--- src/rtl/ex.sv ---
// ex : execute stage of the five-stage pipeline.
// Logic, shift and add/sub/compare results are produced combinationally.
// Signed/unsigned divide uses an iterative radix-2 restoring divider that
// holds the upstream stages through stallreq while it runs.
// Optional feature macro: EX_DIV_EN. When it is undefined the divider is
// absent, the divide class behaves as nop and the HI/LO outputs are tied to 0.
module ex (
   input  logic        clk,
   input  logic        rst,
   input  logic [7:0]  aluop_i,
   input  logic [2:0]  alusel_i,
   input  logic [31:0] reg1_i,
   input  logic [31:0] reg2_i,
   input  logic [4:0]  wd_i,
   input  logic        wreg_i,
   output logic [4:0]  wd_o,
   output logic        wreg_o,
   output logic [31:0] wdata_o,
   output logic        whilo_o,
   output logic [31:0] hi_o,
   output logic [31:0] lo_o,
   output logic        stallreq
);

   localparam logic [2:0] SEL_LOGIC = 3'b001;
   localparam logic [2:0] SEL_SHIFT = 3'b010;
   localparam logic [2:0] SEL_ARITH = 3'b011;
   localparam logic [2:0] SEL_DIV   = 3'b100;

   localparam logic [7:0] OP_AND = 8'h24;
   localparam logic [7:0] OP_OR  = 8'h25;
   localparam logic [7:0] OP_XOR = 8'h26;
   localparam logic [7:0] OP_NOR = 8'h27;
   localparam logic [7:0] OP_SLL = 8'h7C;
   localparam logic [7:0] OP_SRL = 8'h02;
   localparam logic [7:0] OP_SRA = 8'h03;
   localparam logic [7:0] OP_ADD = 8'h21;
   localparam logic [7:0] OP_SUB = 8'h23;
   localparam logic [7:0] OP_SLT = 8'h2A;

   logic [31:0] alu_result;

   // Single-cycle result for logic, shift and arith classes; 0 for anything else
   always_comb begin
      alu_result = 32'h0;
      case (alusel_i)
         SEL_LOGIC: begin
            case (aluop_i)
               OP_OR:   alu_result = reg1_i | reg2_i;
               OP_AND:  alu_result = reg1_i & reg2_i;
               OP_XOR:  alu_result = reg1_i ^ reg2_i;
               OP_NOR:  alu_result = ~(reg1_i | reg2_i);
               default: alu_result = 32'h0;
            endcase
         end
         SEL_SHIFT: begin
            case (aluop_i)
               OP_SLL:  alu_result = reg2_i << reg1_i[4:0];
               OP_SRL:  alu_result = reg2_i >> reg1_i[4:0];
               OP_SRA:  alu_result = $signed(reg2_i) >>> reg1_i[4:0];
               default: alu_result = 32'h0;
            endcase
         end
         SEL_ARITH: begin
            case (aluop_i)
               OP_ADD:  alu_result = reg1_i + reg2_i;
               OP_SUB:  alu_result = reg1_i - reg2_i;
               OP_SLT:  alu_result = {31'h0, ($signed(reg1_i) < $signed(reg2_i))};
               default: alu_result = 32'h0;
            endcase
         end
         default: alu_result = 32'h0;
      endcase
   end

`ifdef EX_DIV_EN

   localparam logic [7:0] OP_DIV  = 8'h1A;
   localparam logic [7:0] OP_DIVU = 8'h1B;

   typedef enum logic [1:0] {IDLE, DIV_ON, BYZERO, DIV_END} div_state_t;

   div_state_t  state, next_state;
   logic [5:0]  cnt;
   logic [31:0] divisor;
   logic [31:0] quo;
   logic [31:0] rem;
   logic        sign_q;
   logic        sign_r;

   logic        is_div_class;
   logic        div_start;
   logic        signed_div;
   logic [31:0] mag1;
   logic [31:0] mag2;
   logic [32:0] trial;
   logic [32:0] trial_sub;
   logic        take;

   assign is_div_class = (alusel_i == SEL_DIV);
   assign div_start    = is_div_class && ((aluop_i == OP_DIV) || (aluop_i == OP_DIVU));
   assign signed_div   = (aluop_i == OP_DIV);
   assign mag1         = (signed_div && reg1_i[31]) ? (32'h0 - reg1_i) : reg1_i;
   assign mag2         = (signed_div && reg2_i[31]) ? (32'h0 - reg2_i) : reg2_i;

   // The quotient register doubles as the dividend shifter: each step moves
   // its top bit into the partial remainder and shifts a quotient bit in below.
   assign trial     = {rem, quo[31]};
   assign trial_sub = trial - {1'b0, divisor};
   assign take      = (trial >= {1'b0, divisor});

   // Divider state register
   always_ff @(posedge clk or negedge rst) begin
      if (!rst) state <= IDLE;
      else      state <= next_state;
   end

   // Divider datapath: operand capture at start, one restoring step per cycle
   always_ff @(posedge clk or negedge rst) begin
      if (!rst) begin
         cnt     <= 6'd0;
         divisor <= 32'h0;
         quo     <= 32'h0;
         rem     <= 32'h0;
         sign_q  <= 1'b0;
         sign_r  <= 1'b0;
      end else begin
         case (state)
            IDLE: begin
               if (div_start) begin
                  cnt     <= 6'd0;
                  divisor <= mag2;
                  quo     <= mag1;
                  rem     <= 32'h0;
                  sign_q  <= signed_div & (reg1_i[31] ^ reg2_i[31]);
                  sign_r  <= signed_div & reg1_i[31];
               end
            end
            DIV_ON: begin
               rem <= take ? trial_sub[31:0] : trial[31:0];
               quo <= {quo[30:0], take};
               cnt <= cnt + 6'd1;
            end
            BYZERO: begin
               rem <= quo;
               quo <= 32'h0;
            end
            default: ;
         endcase
      end
   end

   // Divider next-state selection
   always_comb begin
      next_state = state;
      case (state)
         IDLE: begin
            if (div_start) next_state = (reg2_i == 32'h0) ? BYZERO : DIV_ON;
         end
         DIV_ON:  if (cnt == 6'd31) next_state = DIV_END;
         BYZERO:  next_state = DIV_END;
         DIV_END: next_state = IDLE;
         default: next_state = IDLE;
      endcase
   end

   // Stage outputs; everything is forced to 0 while reset is asserted
   always_comb begin
      wd_o     = 5'd0;
      wreg_o   = 1'b0;
      wdata_o  = 32'h0;
      whilo_o  = 1'b0;
      hi_o     = 32'h0;
      lo_o     = 32'h0;
      stallreq = 1'b0;
      if (rst) begin
         wd_o = wd_i;
         if (!is_div_class) begin
            wreg_o  = wreg_i;
            wdata_o = alu_result;
         end
         stallreq = ((state == IDLE) && div_start) || (state == DIV_ON) || (state == BYZERO);
         if (state == DIV_END) begin
            whilo_o = 1'b1;
            lo_o    = sign_q ? (32'h0 - quo) : quo;
            hi_o    = sign_r ? (32'h0 - rem) : rem;
         end
      end
   end

`else

   logic unused_clk;
   assign unused_clk = clk;

   // Stage outputs without a divider; divide class falls through as nop
   always_comb begin
      wd_o     = 5'd0;
      wreg_o   = 1'b0;
      wdata_o  = 32'h0;
      whilo_o  = 1'b0;
      hi_o     = 32'h0;
      lo_o     = 32'h0;
      stallreq = 1'b0;
      if (rst) begin
         wd_o    = wd_i;
         wreg_o  = wreg_i;
         wdata_o = (alusel_i == SEL_DIV) ? 32'h0 : alu_result;
      end
   end

`endif

endmodule

--- config.mk ---
export PLATFORM = sky130hd
export DESIGN_NAME = ex
export DESIGN_NICKNAME = d
export VERILOG_FILES = /design/src/rtl/ex.sv
export SDC_FILE = /design/constraint.sdc
export NUM_CORES = 1
export LEC_CHECK = 0
export BUFFER_PORTS_ARGS = -buffer_cell sky130_fd_sc_hd__buf_2
export CORE_MARGIN = 8
export CORE_UTILIZATION = 40
export DETAILED_ROUTE_END_ITERATION = 7
export GPL_ROUTABILITY_DRIVEN = 0
export MAX_ROUTING_LAYER = met4
export PLACE_DENSITY_LB_ADDON = 0.15
export REMOVE_ABC_BUFFERS = 1
export SLEW_MARGIN = 25
export SYNTH_ARGS = -nofsm -noshare
export SYNTH_HDL_FRONTEND = slang
export SYNTH_SLANG_ARGS = --single-unit
--- constraint.sdc ---
create_clock -name vclk -period 16.6
set_input_delay 3.32 -clock vclk [all_inputs]
set_output_delay 3.32 -clock vclk [all_outputs]
set_load 0.05 [all_outputs]
# Word-level counts from Yosys, hierarchy flattened
# Index checks and enable logic that the tools add are counted.
totals:
  regBits: 0
  inputBits: 83
  out_inout_bits: 104
classes:
  n_lt_le_gt_ge: 1
  n_eq_ne: 14
  n_mux: 8
  addsub: 2
  bitwise: 4
  shift: 3
op_table:
  columns: ["cell", "count"]
  rows:
  - ["one-hot mux 32 bit (3 select lines)", 3]
  - ["one-hot mux 32 bit (4 select lines)", 1]
  - ["two-way mux 32 bit", 2]
  - ["== test 8 x 6 -> 1 bit (second input constant)", 7]
  - ["adder 32 bit", 1]
  - ["bitwise AND 32 bit", 1]
  - ["< comparator 32 bit", 1]
  - ["inverter 32 bit", 1]
  - ["bitwise OR 32 bit", 1]
  - ["<< shifter 32 x 5 -> 32 bit", 1]
  - ["right shift 32 x 5 -> 32 bit", 1]
  - [">>> shifter 32 x 5 -> 32 bit", 1]
  - ["subtractor 32 bit", 1]
  - ["bitwise XOR 32 bit", 1]
  - ["== test 8 x 2 -> 1 bit (second input constant)", 2]
  - ["== test 8 x 7 -> 1 bit (second input constant)", 1]
  - ["== test 3 x 2 -> 1 bit (second input constant)", 2]
  - ["two-way mux 5 bit", 1]
  - ["== test 3 x 1 -> 1 bit (second input constant)", 1]
  - ["== test 3 bit (second input constant)", 1]
  - ["two-way mux 1 bit", 1]

# Longest topological paths before layout
logic_depth:
  depth_word: 6
  depth_mapped: 17

# Least setup slack after synthesis
# No wires, ideal clock.
synth_path:
  path_kind: "in2out"
  startpoint: "input port reg1_i[2]"
  endpoint: "output port wdata_o[31]"
  required_time_ps: 13280
  n_path_buf: 3
  cell_stages: 15
  arrival_time_ps: 7176
  slack_ps: 6104
  path_cell_list: "clkbuf_1 > inv_2 > buf_1 > clkbuf_1 > ha_1 > nor2b_1 > a2111o_1 > a211o_1 > a21oi_2 > o2111ai_1 > a211o_1 > o211a_1 > xor2_1 > nand2_1 > a21oi_1"
synth_between:
  elab_chain_cells: 5
  elab_cells_between_ends: 10
  cone_classes: "add/sub: 2; shift: 3; mux: 5"
synth_lines:
  columns: ["element", "line_no", "text"]
  rows:
  - ["start: declaration", "12", "input logic [31:0] reg1_i,"]
  - ["subtractor 32 bit, or another cell as far along", "67", "OP_SUB: alu_result = reg1_i - reg2_i;"]
  - ["one-hot mux 32 bit (3 select lines), on equally long branches", "65, 57", null]
  - ["one-hot mux 32 bit (3 select lines) (*)", "46", "case (alusel_i)"]
  - ["two-way mux 32 bit (*)", "208", "wdata_o = (alusel_i == SEL_DIV) ? 32'h0 : alu_result;"]
  - ["two-way mux 32 bit (*)", "205", "if (rst) begin"]
  - ["end: declaration", "18", "output logic [31:0] wdata_o,"]
# Every way passes the cells marked *; elsewhere a longest branch is shown, timed or not.

# Final worst setup path
layout_path:
  startpoint: "input port reg1_i[4]"
  endpoint: "output port wdata_o[31]"
# Same word-level chain as after synthesis.

==> results by group <==
Global routing
  • Vias in the first global route: 10070
  • Initial antenna violation count: 0
  • Grt total ovfl: 0
  • First-pass GRT wire length: 57640 um
  • Pin count of the biggest net entering global routing: between 70 and 80
  • Total track usage: 0.2516

Setup path
  • Worst setup path category: in2out
  • Worst EP required: 13.28 ns
  • CP dominant cell by count: a21oi_1
  • Setup crit start kind: input port
  • CP peak stage delay: 0.81 ns
  • Crit path DAT: 7.90 ns
  • CP endpoint kind: primary output
  • Crit-path max FO: between 40 and 50
  • Critical-path cell with the highest stage delay: o311ai_0
  • CP cell instances: buf_2, inv_1, ha_1, a211o_1, nor2_1, a21o_1, a21oi_1, o311ai_0, a21oi_1, o211a_1, xor2_1, nand2_1, a21oi_1, buf_2

Floorplanning
  • Core area: about 24000 um2
  • Die width: 171.6 um
  • DIE HEIGHT: about 170 um
  • Rows: 57
  • Die area: slightly below 30000 um2
  • Initial core utilization: 0.4031
  • IO Pins: 187

STA
  • Unrepaired setup endpoints after global routing: false
  • Final Hold Viols: 0
  • F_max: 89.17 MHz
  • Slew HR: 0.3225
  • Fin crit share: 0.6756
  • Worst Tran Pin Value: 1.016 ns
  • Final setup fails: 0
  • Final worst slack: 5.385 ns
  • Final Max Tran Viols: 0
  • Fin Setup TNS: 0 ns
  • Crit path time final: 11.22 ns

Routing
  • Post-Route WL: around 38000 um
  • Vias per inst: roughly 6.1
  • # DRC: 0
  • 1st-iter DRT viols: 1049
  • Vias: between 10000 and 15000
  • Routed WL per cell: about 21 um
  • Final ANT Viol Nets: 0
  • TritonRoute pass-1 iters: 6

Finish
  • Fillcell total: 2689
  • FF/Latch Area: 0 um2
  • Total Nets Final: 1646
  • Seq cells: 0
  • Layout clock buffers: 0
  • Layout cell share with drive strength beyond 1: 0.1411
  • ANT cells: 0
  • Area grow syn2layout: 4.571%
  • Util after Layout: 0.4216
  • Final Instance Area: a little over 10000 um2

Yosys
  • Most common cell in the netlist: nor2_1
  • Synth Area per Inst: 6.762 um2
  • Post-synthesis sequential area ratio: 0
  • Synth area leaders: ha_1 13%, mux4_2 7.7%, mux2i_1 7.4%, a21oi_1 7.1%, nor2_1 6.4%
  • Post-synth top cells: 165 x nor2_1, 138 x a21oi_1, 117 x o21ai_0
  • Yosys Warn Count: 0
  • Cell accounting for the most synthesized area: ha_1
  • Top-area cell type share of the netlist area: 0.1278
  • Post-Synthesis Cell Area: 9689 um2
  • Unique cell type count in the Yosys netlist: 86
  • Post-synthesis cell count: 1433

Worst hold path
  • Hold Crit Class: in2out

Clock network
  • Post-CTS setup repair buffer count: 0
  • Post-cts resize count: 0
  • Hold buffers post-CTS: 0

Power and ir drop
  • Pleak: 4.509 nW
  • Peak supply drop: between 10 and 15 uV
  • PwrDens: 33.02 nW/um2

Run
  • Maxcap violations: 0

Place
  • Port-buffer cells: 120
  • Detailed Place HPWL: 28750 um
  • Dpl ws: 5.511 ns
  • DP Area: 10130 um2

Status
  • Outcome: complete, no violations
## kinds of logic (layout without fill, tap and decap cells)
group	Yosys count	count (layout)	synth area share
other cells	1	66	0.0003870
mux	119	119	0.1674
buf+inv	273	235	0.1378
simple gates	402	402	0.1879
xor+xnor	59	59	0.05333
compound gates	478	478	0.3213
fa+ha+maj	101	101	0.1320
## report_power, final
| part | internal [mW] | switching [mW] |
|---|---|---|
| Sequential | 0 | 0 |
| Clock | 0 | 0 |
| Combinational | 0.113 | 0.221 |
| Total | 0.113 | 0.221 |
## path summary, 6_finish.rpt
path / from / to / slack [ns] / cells past startpoint
worst min-delay path: wd_i[4] / wd_o[4] / 7.07 / 3
worst max-delay path: reg1_i[4] / wdata_o[31] / 5.38 / 14
## critical path: cells and delay by family
kind	cells	cell delay (ns)
AO/OA/AOI/OAI	7	2.23
AND/OR/NAND/NOR	2	0.21
adder cells (fa/ha/maj)	1	0.59
buffers and inverters	3	1.40
XOR/XNOR	1	0.14
## per-stage QoR
step | power [mW] | hold WS [ns] | instances
3_3_place_gp | 0.3258 | 7.068 | 1784
2_1_floorplan | 0.2284 | 6.925 | 1323
4_1_cts | 0.3289 | 7.069 | 1784
3_5_place_dp | 0.3273 | 7.069 | 1784
6_report | 0.3345 | 7.067 | 1784
5_1_grt | 0.3631 | 7.081 | 1784
## metal layers
metal | track usage | share of wire | vias up
met1 | 0.3395 | 0.42 | 5145
met4 | 0.08091 | 0.034 | 0
met3 | 0.01308 | 0.083 | 75
met5 | - | 0 | -
met2 | 0.3979 | 0.46 | 549
li1 | - | - | 5105
## placed cells by master, fill, tap and decap left out, drive strengths merged, types with 9 or more instances in the layout
cell and instances:
nand2b 13, nor2 165, nor3 25, mux2 14
o21bai 9, and2 12, o22ai 9, nand3 17
o21a 9, nand4 12, conb 66, xnor2 49
inv 97, nand2 111, o31ai 12, xor2 10
ha 99, a211o 19, nor2b 10, mux4 33
a31oi 18, buf 137, a21oi 139, a211oi 23
a21o 13, mux2i 72, a221oi 19, o211ai 19
o21ai 122
## layout make-up
| cell class | count | area [um2] | share of cell area |
|---|---|---|---|
| Multi-Input combinational cell | 1225 | 8626 | 0.8513 |
| Inverter | 98 | 367.9 | 0.03631 |
| Tap cell | 324 | 405.4 | 0.04001 |
| Timing Repair Buffer | 137 | 733.2 | 0.07236 |
(Power assumes the default switching activity.)
